--- config.mk ---
export PLATFORM = sky130hd
export DESIGN_NAME = fetch_stage
export DESIGN_NICKNAME = d
export VERILOG_FILES = /design/src/rtl/cpu_pkg.sv /design/src/rtl/fetch_fifo.sv /design/src/rtl/fetch_stage_chk.sv /design/src/rtl/fetch_stage.sv
export SDC_FILE = /design/constraint.sdc
export NUM_CORES = 1
export LEC_CHECK = 0
export ABC_AREA = 1
export BUFFER_PORTS_ARGS = -buffer_cell sky130_fd_sc_hd__buf_2
export CORE_MARGIN = 3
export CORE_UTILIZATION = 40
export DETAILED_ROUTE_END_ITERATION = 7
export MAX_ROUTING_LAYER = met4
export PLACE_DENSITY = 0.69
export SYNTH_ARGS = -nofsm -noshare
export SYNTH_HDL_FRONTEND = slang
export SYNTH_HIERARCHICAL = 1
export SYNTH_SLANG_ARGS = --single-unit
--- constraint.sdc ---
create_clock -name CLK -period 13.85 [get_ports CLK]
set_input_delay 0.6925 -clock CLK [delete_from_list [all_inputs] [get_ports CLK]]
set_output_delay 0.6925 -clock CLK [all_outputs]
set_load 0.05 [all_outputs]
--- src/rtl/cpu_pkg.sv ---
// Shared types and constants for the fetch front end: the decode-side NOP,
// the default reset vector and the prefetch FIFO entry layout.
package cpu_pkg;

    localparam logic [31:0] NOP_INSTR            = 32'hE1A0_0000;
    localparam logic [31:0] DEFAULT_RESET_VECTOR = 32'h0000_0000;

    typedef struct packed {
        logic [31:0] instr;
        logic [31:0] pc;
    } fetch_entry_t;

    // Fetch addresses are always word aligned.
    function automatic logic [31:0] word_align(input logic [31:0] addr);
        return {addr[31:2], 2'b00};
    endfunction

endpackage

--- src/rtl/fetch_fifo.sv ---
// Prefetch FIFO holding {instr, pc} words between instruction memory and decode.
// Flush has priority over push and pop; push+pop together is legal even when full.
module fetch_fifo
    import cpu_pkg::*;
#(
    parameter int DEPTH = 4,
    parameter int CW    = $clog2(DEPTH + 1)
) (
    input  logic          i_clk,
    input  logic          i_rst_n,
    input  logic          i_flush,
    input  logic          i_push,
    input  logic          i_pop,
    input  fetch_entry_t  i_data,
    output logic [CW-1:0] o_count,
    output fetch_entry_t  o_head
);

    localparam int AW = $clog2(DEPTH);
    localparam logic [AW-1:0] PTR_ONE = AW'(1'b1);
    localparam logic [CW-1:0] CNT_ONE = CW'(1'b1);

    fetch_entry_t  r_mem [DEPTH];
    logic [AW-1:0] r_wr_ptr;
    logic [AW-1:0] r_rd_ptr;
    logic [CW-1:0] r_count;
    logic          w_push;
    logic          w_pop;

    // Qualify push/pop against flush and an empty FIFO.
    always_comb begin
        w_push = i_push && !i_flush;
        w_pop  = i_pop && !i_flush && (r_count != {CW{1'b0}});
    end

    // Pointer and occupancy tracking.
    always_ff @(posedge i_clk) begin
        if (!i_rst_n || i_flush) begin
            r_wr_ptr <= {AW{1'b0}};
            r_rd_ptr <= {AW{1'b0}};
            r_count  <= {CW{1'b0}};
        end else begin
            if (w_push) begin
                r_wr_ptr <= r_wr_ptr + PTR_ONE;
            end
            if (w_pop) begin
                r_rd_ptr <= r_rd_ptr + PTR_ONE;
            end
            if (w_push && !w_pop) begin
                r_count <= r_count + CNT_ONE;
            end else if (w_pop && !w_push) begin
                r_count <= r_count - CNT_ONE;
            end
        end
    end

    // Storage array; contents need no reset since count gates visibility.
    always_ff @(posedge i_clk) begin
        if (i_rst_n && w_push) begin
            r_mem[r_wr_ptr] <= i_data;
        end
    end

    assign o_count = r_count;
    assign o_head  = r_mem[r_rd_ptr];

endmodule

--- src/rtl/fetch_stage_chk.sv ---
// Invariant checker for the fetch stage credit scheme: buffered plus
// in-flight fetches may never exceed the prefetch capacity.
module fetch_stage_chk #(
    parameter int DEPTH = 4,
    parameter int CW    = $clog2(DEPTH + 1)
) (
    input logic          i_clk,
    input logic          i_rst_n,
    input logic [CW-1:0] i_count,
    input logic [CW-1:0] i_outstanding
);

    localparam logic [CW:0] CAPACITY = (CW + 1)'(DEPTH);

    logic [CW:0] w_total;
    assign w_total = {1'b0, i_count} + {1'b0, i_outstanding};

    a_credit_bound : assert property (@(posedge i_clk) disable iff (!i_rst_n)
        w_total <= CAPACITY);

endmodule

--- src/rtl/fetch_stage.sv ---
// Instruction-fetch front end: PC ownership, credit-limited in-order requests to
// a variable-latency memory, prefetch buffering and redirect flush with stale-drop.
// Optional feature macro: FETCH_PERF_EN adds the FetchBubbles counter output.
module fetch_stage
    import cpu_pkg::*;
#(
    parameter int          DEPTH        = 4,
    parameter logic [31:0] RESET_VECTOR = DEFAULT_RESET_VECTOR
) (
    input  logic        CLK,
    input  logic        Reset,
    input  logic        Redirect,
    input  logic [31:0] RedirectPC,
    output logic        ImemReq,
    output logic [31:0] ImemAddr,
    input  logic        ImemGnt,
    input  logic        ImemRValid,
    input  logic [31:0] ImemRData,
    output logic        InstrValid,
    input  logic        InstrReady,
    output logic [31:0] Instr,
    output logic [31:0] PCF,
`ifdef FETCH_PERF_EN
    output logic [31:0] FetchBubbles,
`endif
    output logic [31:0] PCPlus8
);

    localparam int CW = $clog2(DEPTH + 1);
    localparam logic [CW:0]   CREDITS = (CW + 1)'(DEPTH);
    localparam logic [CW-1:0] ONE     = CW'(1'b1);

    logic [31:0]   r_pc;
    logic [31:0]   r_rsp_pc;
    logic [CW-1:0] r_outstanding;
    logic [CW-1:0] r_drop;

    logic [CW-1:0] w_count;
    logic [CW:0]   w_inflight;
    logic [31:0]   w_redirect_pc;
    logic          w_gnt;
    logic          w_push;
    logic          w_pop;
    logic          w_instr_valid;
    logic          w_unused;
    fetch_entry_t  w_head;
    fetch_entry_t  w_push_entry;

    assign w_redirect_pc = word_align(RedirectPC);
    assign w_unused      = ^RedirectPC[1:0];
    assign w_inflight    = {1'b0, w_count} + {1'b0, r_outstanding};

    // Request issue and FIFO handshake decode. Redirect suppresses issue, push and pop.
    always_comb begin
        ImemReq            = Reset && !Redirect && (w_inflight < CREDITS);
        ImemAddr           = r_pc;
        w_gnt              = ImemReq && ImemGnt;
        w_instr_valid      = (w_count != {CW{1'b0}});
        w_pop              = w_instr_valid && InstrReady && !Redirect;
        w_push             = ImemRValid && !Redirect && (r_drop == {CW{1'b0}});
        w_push_entry.instr = ImemRData;
        w_push_entry.pc    = r_rsp_pc;
    end

    // PC, response-address, in-flight and stale-drop bookkeeping.
    always_ff @(posedge CLK) begin
        if (!Reset) begin
            r_pc          <= RESET_VECTOR;
            r_rsp_pc      <= RESET_VECTOR;
            r_outstanding <= {CW{1'b0}};
            r_drop        <= {CW{1'b0}};
        end else begin
            if (w_gnt && !ImemRValid) begin
                r_outstanding <= r_outstanding + ONE;
            end else if (!w_gnt && ImemRValid) begin
                r_outstanding <= r_outstanding - ONE;
            end

            if (Redirect) begin
                // Everything still in flight is stale, except a response landing right now,
                // which is discarded directly.
                r_pc     <= w_redirect_pc;
                r_rsp_pc <= w_redirect_pc;
                r_drop   <= ImemRValid ? (r_outstanding - ONE) : r_outstanding;
            end else begin
                if (w_gnt) begin
                    r_pc <= r_pc + 32'd4;
                end
                if (ImemRValid) begin
                    if (r_drop != {CW{1'b0}}) begin
                        r_drop <= r_drop - ONE;
                    end else begin
                        r_rsp_pc <= r_rsp_pc + 32'd4;
                    end
                end
            end
        end
    end

    fetch_fifo #(
        .DEPTH (DEPTH),
        .CW    (CW)
    ) u_fifo (
        .i_clk   (CLK),
        .i_rst_n (Reset),
        .i_flush (Redirect),
        .i_push  (w_push),
        .i_pop   (w_pop),
        .i_data  (w_push_entry),
        .o_count (w_count),
        .o_head  (w_head)
    );

    // Decode-facing outputs, driven straight from the registered FIFO head.
    always_comb begin
        InstrValid = w_instr_valid;
        if (w_instr_valid) begin
            Instr = w_head.instr;
            PCF   = w_head.pc;
        end else begin
            Instr = NOP_INSTR;
            PCF   = RESET_VECTOR;
        end
        PCPlus8 = PCF + 32'd8;
    end

`ifdef FETCH_PERF_EN
    logic [31:0] r_bubbles;

    // Saturating count of cycles where decode was ready but starved.
    always_ff @(posedge CLK) begin
        if (!Reset) begin
            r_bubbles <= 32'h0000_0000;
        end else if (InstrReady && !w_instr_valid && (r_bubbles != 32'hFFFF_FFFF)) begin
            r_bubbles <= r_bubbles + 32'd1;
        end
    end

    assign FetchBubbles = r_bubbles;
`endif

    fetch_stage_chk #(
        .DEPTH (DEPTH),
        .CW    (CW)
    ) u_chk (
        .i_clk         (CLK),
        .i_rst_n       (Reset),
        .i_count       (w_count),
        .i_outstanding (r_outstanding)
    );

endmodule

==> impl_metrics.yaml, run 1 <==
floorplan:
  start_util_pct: 41.1
  fp.dieH_microns: 207
  die_area_sq_um: 42700
  floorplan.rows: 72
  die_width_microns: 207
  io_pins: 200
  coreArea_sq_um: 39200
detailed_routing:
  wl_per_cell_microns: 17.0
  drt-initial-drc-count: 1024
  drc_errors: 0
  avgViaCountPerCell: 5.22
  ant_nets: 0
  routed_wl_microns: 42900
  dr.pass1.iters: 5
  num_vias: 13200
grt:
  grt_pass1_vias: 12200
  grt_max_degree: 108
  track_usage_pct: 20.1
  grt_pass1_wl_microns: 66000
  gr-total-overflow: 0
  antenna_found_initial: 3
yosys:
  yosys_warnings: 6
  syn_avg_cell_area_sq_um: 8.93
  syn_inst: 1802
  synthFlopType: "edfxtp_1"
  synth_xor_area_share_pct: 1.47
  ys_types: 47
  synth_mux_area_share_pct: 0.124
  synthAdderAreaFrac_pct: 1.29
  synth_edf_count: 256
  synth_compound_area_share_pct: 10.6
  synth_top_family_by_area: "simple AND/OR/NAND/NOR gates"
  synth-simple-area-share_pct: 21.8
  synth_area_sq_um: 16100
  yosys_register_bits: 331
  ys_seq_area_share_pct: 57.1
  async_flop_share_pct: 0
run:
  max-cap-violations: 0
sta:
  final_max_slew_viol_count: 0
  min_period_ns: 5.34
  relSlewSlack_pct: 27.0
  hold_viol_final: 0
  fin_skew_ns: 0.0270
  setup_ws_ns: 8.51
  fin_tns_setup_ns: 0
  setup_violations: 0
  fmax_mhz: 187
  rsz0062_at_grt: "false"
  tightest_slew_ns: 1.09
  period_share_pct: 38.6
setup_path:
  cp-start-kind: "flip-flop"
  path_max_fanout: 65
  worstPathCellList: "buf_4, clkinv_1, buf_4, o21ai_0, o22ai_1, inv_1, nor2_1, ha_1, nand4_2, nor2_2, nand2_1, nor2_1, xor2_1, buf_2"
  r2r_slack_ns: 10.64
  critical_path_class: "reg -> out"
  max_stage_delay_ns: 0.62
  worstPathRequired_ns: 13.16
  end_kind: "output port"
  slowest_stage: "buf_4"
  cp.arrival_ns: 4.65
finish:
  final_layout_size_suffix_gt1_share_pct: 14.8
  fillerInstances: 3667
  nets: 2062
  area_growth_pct: 14.9
  final_cells: 2523
placed_design:
  port_buffers: 195
  dp_slack_ns: 9.09
  placedCellCount: 2456
  detailed_place_hpwl_microns: 27800
  gp_congestion: 0.893
power_and_ir_drop:
  power_mw: 2.21
  power_leakage_nw: 7.39
  irDropWorstVdd_mv: 0.0912
  p_per_area_nw_per_um2: 119
clock_tree:
  cts_num_sinks: 331
  insertion_delay_ns: 0.52
  h-tree-depth: 2
  post_cts_buffers: 0
  clk_pin_slew_ns: 0.06
  cts_resized: 0
  ctsHoldBuffers: 0
  ctsLongestPathBuffers: 3
  cts_buffers: 36
  cts-root-buf: "clkbuf_16"
  cts_tree: "yes"
status:
  status: "completed"
worst_hold_path:
  hp-class: "in -> reg"
==> critical path, delay by kind of cell (launching register included) <==
family	cells	cell delay, ns
AO/OA/AOI/OAI	2	0.66
XOR/XNOR	1	0.17
adder cells (fa/ha/maj)	1	0.24
buffers and inverters	5	1.43
flip-flops	1	0.30
AND/OR/NAND/NOR	5	1.30
==> per-stage QoR <==
stage	area (sq um)	hold WS (ns)	util (%)
detailed placement	17400	0.491	44.3
finish	18500	0.380	47.2
floorplan	16100	0.467	-
global route	18500	0.371	47.2
global placement	17400	0.483	44.3
CTS	18500	0.359	47.2
==> registers in the layout (all words and copies together) (netlist names), named ones only <==
name,cells
u_fifo/r_rd_ptr,2
u_fifo/r_wr_ptr,2
r_drop,3
ImemAddr,30
u_fifo/r_mem,256
u_fifo/o_count,3
r_outstanding,3
r_rsp_pc,30
==> synth_stat cells, types with 7 or more instances <==
cell / n / area share, %
or2_2: 7 / 0.27
edfxtp_1: 256 / 48
nand3_1: 128 / 4.0
nor2_1: 310 / 7.2
o21ai_1: 58 / 1.8
buf_2: 14 / 0.44
o21ai_0: 109 / 3.4
nand3b_1: 7 / 0.33
o21bai_1: 7 / 0.33
a31oi_1: 8 / 0.31
buf_6: 17 / 1.2
o22ai_1: 64 / 2.5
buf_4: 13 / 0.61
nor2_2: 12 / 0.47
xor2_1: 18 / 0.98
dfxtp_1: 75 / 9.3
nand2_1: 357 / 8.3
clkbuf_1: 30 / 0.70
ha_1: 15 / 1.2
nand4_1: 8 / 0.31
xnor2_1: 9 / 0.49
a21oi_1: 55 / 1.7
inv_1: 186 / 4.3
==> cells by family after synthesis <==
logic type | count (synthesis)
AO/OA/AOI/OAI | 311
XOR/XNOR | 27
adder cells (fa/ha/maj) | 16
buffers and inverters | 270
flip-flops | 331
multiplexers | 2
other | 1
AND/OR/NAND/NOR | 844
==> per-layer routing <==
| layer | vias up | GRT usage [%] | wire (microns) |
|---|---|---|---|
| met3 | 54 | 3.23 | 3360 |
| met5 | - | - | 0 |
| met1 | 6210 | 28.0 | 19500 |
| met2 | 518 | 31.4 | 19300 |
| met4 | 0 | 4.27 | 686 |
| li1 | 6381 | - | - |
==> path summary, 6_finish.rpt <==
path,startpoint,to,depth (start not counted)
worst min-delay path,ImemRData[6],u_fifo/r_mem[0][38],1
worst min register to register,u_fifo/r_rd_ptr[0],flip-flop,2
worst max-delay path,flip-flop,PCPlus8[17],14
worst max register to register,r_drop[0],u_fifo/r_mem[3][60],7
==> report_power, final <==
group	total, mW	switching, mW	internal, mW	leakage [nW]
clock	0.903	0.379	0.524	0.538
sequential	1.12	0.0267	1.09	2.94
combinational	0.188	0.139	0.0490	3.91
total	2.21	0.544	1.66	7.39
==> area by class of cell <==
| class | count | area (sq um) | area share (%) |
|---|---|---|---|
| Multi-Input combinational cell | 1210 | 5740 | 31.1 |
| Antenna cell | 3 | 7.51 | 0.0406 |
| Timing Repair Buffer | 207 | 1070 | 5.77 |
| Clock buffer | 44 | 945 | 5.11 |
| Clock inverter | 20 | 163 | 0.880 |
| Tap cell | 518 | 648 | 3.51 |
| Sequential cell | 331 | 9190 | 49.7 |
| Inverter | 190 | 722 | 3.90 |
==> placed cells by master, fill, tap and decap left out, drive strengths merged, types with 10 or more instances in the layout <==
cell	instances
a21oi	55
nor2	325
o22ai	64
clkbuf	44
inv	189
ha	15
o21ai	167
buf	207
clkinv	18
dfxtp	75
conb	10
nand2	360
xor2	18
edfxtp	256
nand3	130
Power figures use the tool's default switching activity.
==> run 2: changes to the inputs <==
==> constraint.sdc (replaced) <==
create_clock -name CLK -period 5.15 [get_ports CLK]
set_input_delay 0.2575 -clock CLK [delete_from_list [all_inputs] [get_ports CLK]]
set_output_delay 0.2575 -clock CLK [all_outputs]
set_load 0.05 [all_outputs]
==> run 2 against run 1 <==
Sequential share of layout area decreased by 0.95 points; critical path type unchanged; count of clock-buffer cells in the layout unchanged; utilization increased by 0.92 points; critical endpoint unchanged; setup slack got worse by 7.5 ns; power increased to 2.7 times the previous value; clock power increased to 2.7 times the previous value; die area unchanged; via count increased by 1.8%.
==> impl_metrics.yaml, run 2 (synthesis results as in run 1) <==
detailed_routing:
  wl_met1_microns: 20000
  drc_errors: 0
  dr_wl_met2_microns: 19400
  ant_nets: 0
  num_vias: 13400
  drt-initial-drc-count: 1035
  wl_per_cell_microns: 17.1
  wl_met3_microns: 3470
  dr.pass1.iters: 5
  routed_wl_microns: 43700
  highest_layer: "met4"
  avgViaCountPerCell: 5.24
power_and_ir_drop:
  pwr-share-seq_pct: 50.2
  pwr-share-clk_pct: 40.9
  power.internal_mw: 4.49
  power_mw: 5.97
  power_frac_comb_pct: 8.9
  p_per_area_nw_per_um2: 317
  swShare_pct: 24.7
  p_sw_mw: 1.48
  irDropWorstVdd_mv: 0.194
  power_leakage_nw: 7.56
clock_tree:
  post_cts_buffers: 0
  cts_resized: 0
  clk_pin_slew_ns: 0.06
  h-tree-depth: 2
  cts_buffers: 37
  cts_num_sinks: 331
  cts_tree: "yes"
  insertion_delay_ns: 0.52
  ctsHoldBuffers: 32
  cts-root-buf: "clkbuf_16"
  ctsLongestPathBuffers: 3
setup_path:
  worstPathCellList: "clkinv_1, buf_4, o21ai_0, o22ai_1, nand2_1, inv_1, ha_1, nand4_2, nor2_2, nand2_1, nor2_1, xor2_1, buf_2"
  cp_common_cell: "nand2_1"
  slowest_stage: "dfxtp_2"
  cp.arrival_ns: 3.92
  critPathBufInv: 4
  path_max_fanout: 33
  worstPathRequired_ns: 4.89
  max_stage_delay_ns: 0.53
  critical_path_class: "reg -> out"
  end_kind: "output port"
  cp-start-kind: "flip-flop"
  critPathTopFamily: "simple AND/OR/NAND/NOR gates"
placed_design:
  placed_area_sq_um: 17400
  gp_congestion: 0.877
  detailed_place_hpwl_microns: 28900
  port_buffers: 195
  placedCellCount: 2463
grt:
  gr-total-overflow: 0
  track_usage_pct: 20.5
  grt_max_degree: 69
  grt_pass1_vias: 12600
  grt_pass1_wl_microns: 67400
  antenna_found_initial: 0
finish:
  final_layout_size_suffix_gt1_share_pct: 14.9
  layout_commonest_cell: "nand2_1"
  diodes: 0
  utilization_pct: 48.1
  area_growth_pct: 17.2
  largest_reg_flops: 256
  final_cell_mix: "357 x nand2_1, 306 x nor2_1, 256 x edfxtp_1"
  nets: 2102
  regMostFlops: "u_fifo/r_mem"
  final_cells: 2559
  fin_area_sq_um: 18900
floorplan:
  fp.dieH_microns: 207
  die_area_sq_um: 42700
  die_width_microns: 207
  coreArea_sq_um: 39200
  floorplan.rows: 72
  io_pins: 200
  start_util_pct: 41.1
sta:
  final_max_slew_viol_count: 0
  fin_skew_ns: 0.0135
  period_share_pct: 81.0
  setup_violations: 0
  fin_tns_setup_ns: 0
  relSlewSlack_pct: 32.9
  fmax_mhz: 240
  min_period_ns: 4.17
  hold_viol_final: 0
  rsz0062_at_grt: "false"
  tightest_slew_ns: 1.01
run:
  max-cap-violations: 0
worst_hold_path:
  hp-class: "in -> reg"
status:
  status: "completed"
-- run 2: cell count changes in the layout (fill, tap and decap cells not counted), sizes merged --
cell         delta
dlygate4sd3    +32
buf             +7
diode           -3
-- run 2: power by group through the flow --
stage          clock network (mW)  registers [mW]  logic (mW)
2_1_floorplan                   0            3.08       0.319
3_3_place_gp                    0            3.05       0.496
3_5_place_dp                    0            3.05       0.508
4_1_cts                      2.49            3.00       0.530
5_1_grt                      2.60            3.01       0.580
6_report                     2.44            3.00       0.530
-- run 2: area by class of cell --
cell class,count,area (sq um)
fillers,3656,20300
repair buffers,246,1440
clock buffers,44,952
flip-flops and latches,331,9190
clock inverters,20,151
multi-input cells,1210,5740
well taps,518,648
inverters,190,722
-- run 2: worst register-to-register path, stage by stage (launching register included) --
cell and delay [ns]:
dfxtp_1 0.36, nor2_1 0.21, nand2_4 0.31, clkinv_1 0.16
buf_4 0.53, nor2_1 0.10, inv_1 0.08, nor2_1 0.06
nand2_1 0.15, ha_1 0.19, inv_1 0.07, fa_1 0.38
inv_1 0.06, nand2_1 0.05, nand3_1 0.09, nand2_1 0.07
nand2_1 0.07, nor2_1 0.04
-- run 2: per-layer routing --
layer	GRT usage (%)	vias to the layer above
li1	-	6447
met1	28.2	6383
met2	32.0	521
met3	3.51	55
met4	4.95	0
met5	-	-
-- run 2: path summary, 6_finish.rpt --
path / start / endpoint / slack, ns / cells past startpoint
worst max-delay path: flip-flop / PCPlus8[17] / 0.98 / 13
worst min-delay path: RedirectPC[29] / ImemAddr[29] / 0.03 / 3
worst max register to register: u_fifo/o_count[1] / u_fifo/o_count[2] / 2.08 / 17
worst min register to register: u_fifo/r_rd_ptr[1] / flip-flop / 0.52 / 2
-- run 2: metrics by stage --
step | hold slack [ns] | setup WS (ns)
floorplan | 0.356 | 0.763
detailed placement | 0.478 | 1.52
finish | 0.0256 | 0.977
CTS | 0.00236 | 0.953
global route | 0.0586 | 0.688
global placement | 0.471 | 1.54
==> run 3: changes to the inputs <==
==> constraint.sdc (replaced) <==
create_clock -name CLK -period 4.3 [get_ports CLK]
set_input_delay 0.215 -clock CLK [delete_from_list [all_inputs] [get_ports CLK]]
set_output_delay 0.215 -clock CLK [all_outputs]
set_load 0.05 [all_outputs]
==> run 3 against run 2 <==
Setup slack got worse by 0.52 ns; count of clock-buffer cells in the layout up 8; register-to-register slack got worse by 0.83 ns; critical path type unchanged; highest routed layer unchanged.
==> impl_metrics.yaml, run 3 (synthesis results as in run 1) <==
floorplan:
  coreArea_sq_um: 39200
  fp.dieH_microns: 207
  io_pins: 200
  die_area_sq_um: 42700
  die_width_microns: 207
  start_util_pct: 41.1
  floorplan.rows: 72
clock_tree:
  cts-root-buf: "clkbuf_16"
  cts_num_sinks: 331
  cts_tree: "yes"
  insertion_delay_ns: 0.55
  cts_resized: 0
  clk_pin_slew_ns: 0.06
  h-tree-depth: 2
  ctsLongestPathBuffers: 3
  cts_buffers: 37
  post_cts_buffers: 0
power_and_ir_drop:
  power_leakage_nw: 7.62
  p_per_area_nw_per_um2: 384
  irDropWorstVdd_mv: 0.253
  power_mw: 7.31
finish:
  final_cells: 2567
  fin_area_sq_um: 19000
  largest_reg_flops: 256
  fillerInstances: 3628
  layout_commonest_cell: "nand2_1"
  final_cell_mix: "357 x nand2_1, 306 x nor2_1, 256 x edfxtp_1"
  area_growth_pct: 18.4
  final_layout_size_suffix_gt1_share_pct: 14.7
  regMostFlops: "u_fifo/r_mem"
  utilization_pct: 48.6
  nets: 2105
grt:
  grt_pass1_wl_microns: 65800
  grt_max_degree: 70
  track_usage_pct: 20.0
  antenna_found_initial: 2
  grt_pass1_vias: 12400
  gr-total-overflow: 0
setup_path:
  r2r-start: "u_fifo/o_count[1]"
  worstPathRequired_ns: 4.09
  cp.arrival_ns: 3.62
  path_max_fanout: 52
  regToRegEndpoint: "u_fifo/o_count[2]"
  end_kind: "output port"
  r2r_slack_ns: 1.25
  reg2regPathDepth: 17
  critical_path_class: "reg -> out"
  cp-start-kind: "flip-flop"
sta:
  relSlewSlack_pct: 53.8
  hold_viol_final: 0
  period_share_pct: 89.3
  tightest_slew_ns: 0.691
  fmax_mhz: 260
  fin_skew_ns: 0.0267
  setup_violations: 0
  final_max_slew_viol_count: 0
  setup_ws_ns: 0.461
  rsz0062_at_grt: "false"
  min_period_ns: 3.84
detailed_routing:
  dr.pass1.iters: 5
  drc_errors: 0
  avgViaCountPerCell: 5.19
  ant_nets: 0
  num_vias: 13300
  drt-initial-drc-count: 1076
  routed_wl_microns: 43100
  wl_per_cell_microns: 16.8
worst_hold_path:
  worstHoldEndpoint: "ImemAddr[13]"
  hp-class: "in -> reg"
  min_from: "RedirectPC[13]"
  holdPathStages: 3
placed_design:
  gp_congestion: 0.879
  placedCellCount: 2460
  placed_area_sq_um: 17500
  detailed_place_hpwl_microns: 28300
  dp_slack_ns: 0.990
  port_buffers: 195
status:
  status: "completed"
run:
  max-cap-violations: 0
## run 3: changes by cell type in the layout (fill, tap and decap cells not counted), moves of 2 or more
cell / previous run / this run
clkinv_1: 9 / 6
clkinv_2: 9 / 5
dlygate4sd3_1: 32 / 38
buf_12: 0 / 5
diode_2: 0 / 2
buf_4: 19 / 11
clkbuf_1: 7 / 14
## run 3: how the worst max path moves through the flow
stage | endpoint | slack (ns) | cells after the start
after global placement | PCPlus8[27] | 1.05 | 10
after CTS | PCPlus8[21] | 0.41 | 9
final | PCPlus8[21] | 0.46 | 9
after global routing | PCPlus8[21] | 0.21 | 9
after detailed placement | PCPlus8[21] | 0.99 | 9
after floorplan | u_fifo/r_mem[0][0] | -0.09 | 7
## run 3: through the flow
step | setup TNS (ns) | hold WS (ns)
3_3_place_gp | 0 | 0.427
4_1_cts | 0 | 0.000806
2_1_floorplan | -22.28 | 0.314
5_1_grt | 0 | 0.00503
6_report | 0 | 0.0261
3_5_place_dp | 0 | 0.434
## run 3: what timing repair did
action | 4_1_cts | 5_1_grt
hold buffers | 38 | 0
endpoints found under the hold margin | 134 | 0
setup endpoints to repair | 0 | 0
## run 3: cell type report
cell class / instances / area [sq um] / share of cell area (%)
Multi-Input combinational cell: 1210 / 5740 / 30.2
Timing Repair Buffer: 249 / 1540 / 8.08
Tap cell: 518 / 648 / 3.40
Sequential cell: 331 / 9190 / 48.3
Inverter: 190 / 722 / 3.79
Antenna cell: 2 / 5.00 / 0.0263
Clock inverter: 15 / 200 / 1.05
Clock buffer: 52 / 992 / 5.21
## run 3: critical path, cell delays in order (launching register included)
cell and delay [ns]:
dfxtp_2 0.48, buf_4 0.56, o21ai_0 0.18, o22ai_1 0.41, nand4_2 0.26, nor2_2 0.28
nand2_1 0.27, nor2_1 0.19, xor2_1 0.17, buf_2 0.28
## run 3: layer usage
metal  global-route usage (%)  share of wire [%]  vias to the layer above
met1                     27.3                 44                     6212
met4                     5.50                2.5                        0
li1                         -                  -                     6457
met3                     3.42                8.6                       84
met2                     31.2                 45                      581
met5                        -                  0                        -
## run 3: power by group
part	switching, mW	internal (mW)
registers	0.0867	3.51
clock network	1.27	1.82
logic	0.453	0.182
total	1.81	5.50
